[src/rtl/sipo_frame_rx.sv]
// Serial-in/parallel-out frame receiver: start bit, WIDTH data bits, optional even parity, stop bit.
// Presents each good word in parallel with one-cycle out_valid/parity_err strobes; bad stop raises frame_err.
module sipo_frame_rx #(
    parameter int unsigned WIDTH      = 4,
    parameter int unsigned MSB_FIRST  = 1,
    parameter int unsigned PARITY_EN  = 0,
    parameter logic        IDLE_LEVEL = 1'b1
) (
    input  logic             clk,
    input  logic             rst_n,
    input  logic             bit_en,
    input  logic             serial_in,
    output logic [WIDTH-1:0] parallel_out,
    output logic             out_valid,
    output logic             parity_err,
    output logic             frame_err,
    output logic             busy
);

    localparam int unsigned CNT_W = (WIDTH > 1) ? $clog2(WIDTH) : 1;
    localparam logic [CNT_W-1:0] LAST_CNT = CNT_W'(WIDTH - 1);

    typedef enum logic [2:0] {
        S_IDLE,
        S_DATA,
        S_PARITY,
        S_STOP,
        S_WAIT_IDLE
    } state_t;

    state_t           r_state;
    logic [CNT_W-1:0] r_cnt;
    logic [WIDTH-1:0] r_shreg;
    logic             r_mismatch;
    logic [WIDTH-1:0] r_parallel;
    logic             r_valid;
    logic             r_perr;
    logic             r_ferr;
    logic             r_busy;

    state_t           w_state_nxt;
    logic [CNT_W-1:0] w_cnt_nxt;
    logic [WIDTH-1:0] w_shreg_nxt;
    logic             w_mismatch_nxt;
    logic [WIDTH-1:0] w_parallel_nxt;
    logic             w_valid_nxt;
    logic             w_perr_nxt;
    logic             w_ferr_nxt;
    logic             w_busy_nxt;
    logic [WIDTH-1:0] w_shift;

    // Shift direction decides which end of the word the first data bit lands in.
    assign w_shift = (MSB_FIRST != 0) ? {r_shreg[WIDTH-2:0], serial_in}
                                      : {serial_in, r_shreg[WIDTH-1:1]};

    always_ff @(posedge clk or negedge rst_n) begin
        if (!rst_n) begin
            r_state    <= S_IDLE;
            r_cnt      <= '0;
            r_shreg    <= '0;
            r_mismatch <= 1'b0;
            r_parallel <= '0;
            r_valid    <= 1'b0;
            r_perr     <= 1'b0;
            r_ferr     <= 1'b0;
            r_busy     <= 1'b0;
        end else begin
            r_state    <= w_state_nxt;
            r_cnt      <= w_cnt_nxt;
            r_shreg    <= w_shreg_nxt;
            r_mismatch <= w_mismatch_nxt;
            r_parallel <= w_parallel_nxt;
            r_valid    <= w_valid_nxt;
            r_perr     <= w_perr_nxt;
            r_ferr     <= w_ferr_nxt;
            r_busy     <= w_busy_nxt;
        end
    end

    // Next-state and output logic; strobes default low so they self-clear even when bit_en=0.
    always_comb begin
        w_state_nxt    = r_state;
        w_cnt_nxt      = r_cnt;
        w_shreg_nxt    = r_shreg;
        w_mismatch_nxt = r_mismatch;
        w_parallel_nxt = r_parallel;
        w_valid_nxt    = 1'b0;
        w_perr_nxt     = 1'b0;
        w_ferr_nxt     = 1'b0;

        if (bit_en) begin
            case (r_state)
                S_IDLE: begin
                    if (serial_in != IDLE_LEVEL) begin
                        w_state_nxt = S_DATA;
                        w_cnt_nxt   = '0;
                    end
                end
                S_DATA: begin
                    w_shreg_nxt = w_shift;
                    w_cnt_nxt   = r_cnt + CNT_W'(1);
                    if (r_cnt == LAST_CNT) begin
                        w_state_nxt = (PARITY_EN != 0) ? S_PARITY : S_STOP;
                    end
                end
                S_PARITY: begin
                    w_mismatch_nxt = (^r_shreg) ^ serial_in;
                    w_state_nxt    = S_STOP;
                end
                S_STOP: begin
                    if (serial_in == IDLE_LEVEL) begin
                        w_parallel_nxt = r_shreg;
                        w_valid_nxt    = 1'b1;
                        w_perr_nxt     = (PARITY_EN != 0) && r_mismatch;
                        w_state_nxt    = S_IDLE;
                    end else begin
                        w_ferr_nxt  = 1'b1;
                        w_state_nxt = S_WAIT_IDLE;
                    end
                end
                S_WAIT_IDLE: begin
                    // A held break must return to idle before a new start is honoured.
                    if (serial_in == IDLE_LEVEL) begin
                        w_state_nxt = S_IDLE;
                    end
                end
                default: w_state_nxt = S_IDLE;
            endcase
        end

        w_busy_nxt = (w_state_nxt != S_IDLE);
    end

    assign parallel_out = r_parallel;
    assign out_valid    = r_valid;
    assign parity_err   = r_perr;
    assign frame_err    = r_ferr;
    assign busy         = r_busy;

endmodule
[config.mk]
export PLATFORM = sky130hd
export DESIGN_NAME = sipo_frame_rx
export DESIGN_NICKNAME = d
export VERILOG_FILES = /design/src/rtl/sipo_frame_rx.sv
export SDC_FILE = /design/constraint.sdc
export NUM_CORES = 1
export LEC_CHECK = 0
export BUFFER_PORTS_ARGS = -buffer_cell sky130_fd_sc_hd__buf_4
export CAP_MARGIN = 5
export CORE_UTILIZATION = 45
export CTS_CLUSTER_DIAMETER = 30
export CTS_CLUSTER_SIZE = 16
export DETAILED_ROUTE_END_ITERATION = 12
export PLACE_DENSITY = 0.67
export SLEW_MARGIN = 20
export SYNTH_ARGS = -nofsm -noshare
export SYNTH_HDL_FRONTEND = slang
export SYNTH_SLANG_ARGS = --single-unit
[constraint.sdc]
create_clock -name clk -period 4.3 [get_ports clk]
set_clock_uncertainty 0.1 [all_clocks]
set_input_delay 0.43 -clock clk [delete_from_list [all_inputs] [get_ports clk]]
set_output_delay 0.43 -clock clk [all_outputs]
set_load 0.02 [all_outputs]
==> results.cfg <==
[outcome]
status = finished clean

[placed_design]
gp_congestion = 0.839
numPortBuffers = 10
cell_count_post_placement = 75

[clock_tree]
numCtsBuffers = 3
clk_root_buf = sky130_fd_sc_hd__clkbuf_4
clock_latency_ps = 290
worst_setup_hold_path_clk_slew_ps = 90
htreeDepth = 1
clock_sinks = 16
postCtsResizedCells = 0
cts_tree = yes
clock_tree.buffer_depth = 2

[global_route]
gr-total-overflow = 0
grt_max_degree = 17
number_of_antenna_violations_at_the_first_check_in_global_routing = 0
grt_first_pass_wirelength_um = 1600
first_global_vias = 363
globalRouteTotalUtil_pct = 16.0

[setup_path]
path_cells = nand2b_1, or3_1, mux2_4
worst_path_largest_cell_delay_ps = 450
critical_path.max_fanout = 5
cp_data_arrival_time_ps = 1700
critical-path-slowest-cell = sky130_fd_sc_hd__or3_1
rr_worst_depth = 3
timing.critical_path.from_type = register
worst-setup-path-type = register to register
crit_required_ps = 4390
endpoint_kind = register

[run]
cap_violations = 0

[routing]
detailroute.via_count = 402
post-route-drc-count = 0
via_per_inst = 5.03
avgRoutedWirePerCell_um = 12.2
detail_route.iter0.violations = 7
drt_pass1_iterations = 4
wirelength_um = 975
drt.antenna.violating_nets = 0

[layout]
n_fill_cell = 125
stdcell_count = 80
nets = 71
diodes = 0
post_route_cells_drive_above_1_share_pct = 36.9
area_growth_syn_to_layout_pct = 19.0

[floorplan]
core_area_um2 = 1350
io_pins = 12
die_height_um = 40.6
chipWidth_um = 40.6
row_count = 13
start_util_pct = 49.7
dieArea_um2 = 1650

[hold_path]
min_path_type = primary input to register
hold-path-cell-count = 2

[pwr]
power.static_leakage_nw = 0.419
peakVddDrop_mv = 0.396
p_per_area_nw_per_um2 = 699

[synth]
syn_inst = 52
proportion_of_synthesized_chip_area_in_sequential_cells_pct = 59.7
yosysWarnings = 0
synthesis.nets = 57
syn-cell-area_um2 = 671
yosys.cell_types.count = 20
synth.ff_latch_count = 16
mean_instance_size_in_the_synthesized_netlist_um2 = 12.9

[timing]
min_cycle_time_layout_ps = 1610
finalHoldWorstSlack_ps = 231
totalNegativeSetupSlack_ps = 0
report.final.hold_viol_count = 0
timing.fmax_mhz = 621
report.final.slew_viol_count = 0
total_of_endpoints_with_negative_setup_slack_in_the_final_report = 0
grt_setup_unrepaired = no
period_share_pct = 37.5
cells in the final DEF, fill, tap and decap left out, types with 2 or more instances in the layout:
cell and n:
sky130_fd_sc_hd__nor2_1 3, sky130_fd_sc_hd__clkbuf_4 3, sky130_fd_sc_hd__a21oi_1 2, sky130_fd_sc_hd__nand2_1 3, sky130_fd_sc_hd__mux2_2 5, sky130_fd_sc_hd__buf_4 10
sky130_fd_sc_hd__mux2_4 4, sky130_fd_sc_hd__dfrtp_1 16, sky130_fd_sc_hd__inv_1 4, sky130_fd_sc_hd__o21ai_0 3
critical path, delay by kind of cell, from the launching register on:
family / cells / cell delay [ps]
flops: 1 / 410
simple gates: 2 / 660
mux: 1 / 340
repair_timing:
action                    4_1_cts  5_1_grt
buffers inserted                0        0
hold endpoints to repair       16        0
hold buffers                    1        0
Yosys cell counts:
master | n | area [µm²]
sky130_fd_sc_hd__a21o_1 | 1 | 7.51
sky130_fd_sc_hd__a21oi_1 | 2 | 10.0
sky130_fd_sc_hd__a22o_1 | 1 | 8.76
sky130_fd_sc_hd__buf_2 | 1 | 5.00
sky130_fd_sc_hd__buf_4 | 1 | 7.51
sky130_fd_sc_hd__conb_1 | 1 | 3.75
sky130_fd_sc_hd__dfrtp_1 | 16 | 400
sky130_fd_sc_hd__ha_1 | 1 | 12.5
sky130_fd_sc_hd__inv_1 | 4 | 15.0
sky130_fd_sc_hd__mux2_2 | 5 | 56.3
sky130_fd_sc_hd__mux2_4 | 4 | 60.1
sky130_fd_sc_hd__nand2_1 | 3 | 11.3
sky130_fd_sc_hd__nand2b_1 | 1 | 6.26
sky130_fd_sc_hd__nand4bb_1 | 1 | 11.3
sky130_fd_sc_hd__nor2_1 | 3 | 11.3
sky130_fd_sc_hd__nor3_1 | 1 | 5.00
sky130_fd_sc_hd__nor3_2 | 1 | 10.0
sky130_fd_sc_hd__o21ai_0 | 3 | 15.0
sky130_fd_sc_hd__o31ai_1 | 1 | 7.51
sky130_fd_sc_hd__or3_1 | 1 | 6.26
per-stage QoR:
stage / setup WS [ps] / util (%) / cell area (µm²) / power, mW
floorplan: 2770 / - / 671 / 0.398
global placement: 2650 / 55.7 / 752 / 0.460
detailed placement: 2640 / 55.7 / 752 / 0.465
CTS: 2690 / 59.1 / 798 / 0.566
global route: 2570 / 59.1 / 798 / 0.599
finish: 2690 / 59.1 / 798 / 0.558
power breakdown:
group	leakage, nW	internal [mW]	switching [mW]
sequential	0.197	0.213	0.0447
clock	0.0210	0.0516	0.0457
combinational	0.201	0.113	0.0905
worst paths after layout:
check,startpoint,to,slack [ps]
max in group asynchronous,rst_n,r_cnt[0],3490
worst max-delay path,r_state[2],parallel_out[1],2690
worst min-delay path,serial_in,frame_err,230
worst min register to register,r_shreg[3],parallel_out[3],410
min in group asynchronous,rst_n,busy,420
worst max register to register,r_state[2],parallel_out[1],2690
routing by layer:
layer / vias up / GRT usage, % / share of wire (%)
li1: 200 / - / -
met1: 189 / 19.6 / 50
met2: 10 / 24.2 / 43
met3: 3 / 8.33 / 5.9
met4: 0 / 5.00 / 1.1
met5: - / 0 / 0
registers in the layout, indices dropped and copies added, names as in the netlist:
name          cells
parallel_out      4
r_shreg           4
out_valid         1
busy              1
r_cnt             2
frame_err         1
r_state           3
cells by family after synthesis:
kind of cell,count (synthesis),synth area share (%)
buf+inv,6,4.10
other cells,1,0.559
simple gates,11,9.14
compound gates,8,7.28
flops,16,59.7
fa+ha+maj,1,1.87
mux,9,17.4
area by class of cell:
class | instances | area (µm²) | share of cell area, %
sequential | 16 | 400 | 50.2
tap | 15 | 18.8 | 2.35
timing repair buffer | 11 | 85.1 | 10.7
inverter | 4 | 15.0 | 1.88
multi-input combinational | 30 | 243 | 30.4
clock buffer | 4 | 36.3 | 4.55
(Power assumes the default switching activity.)
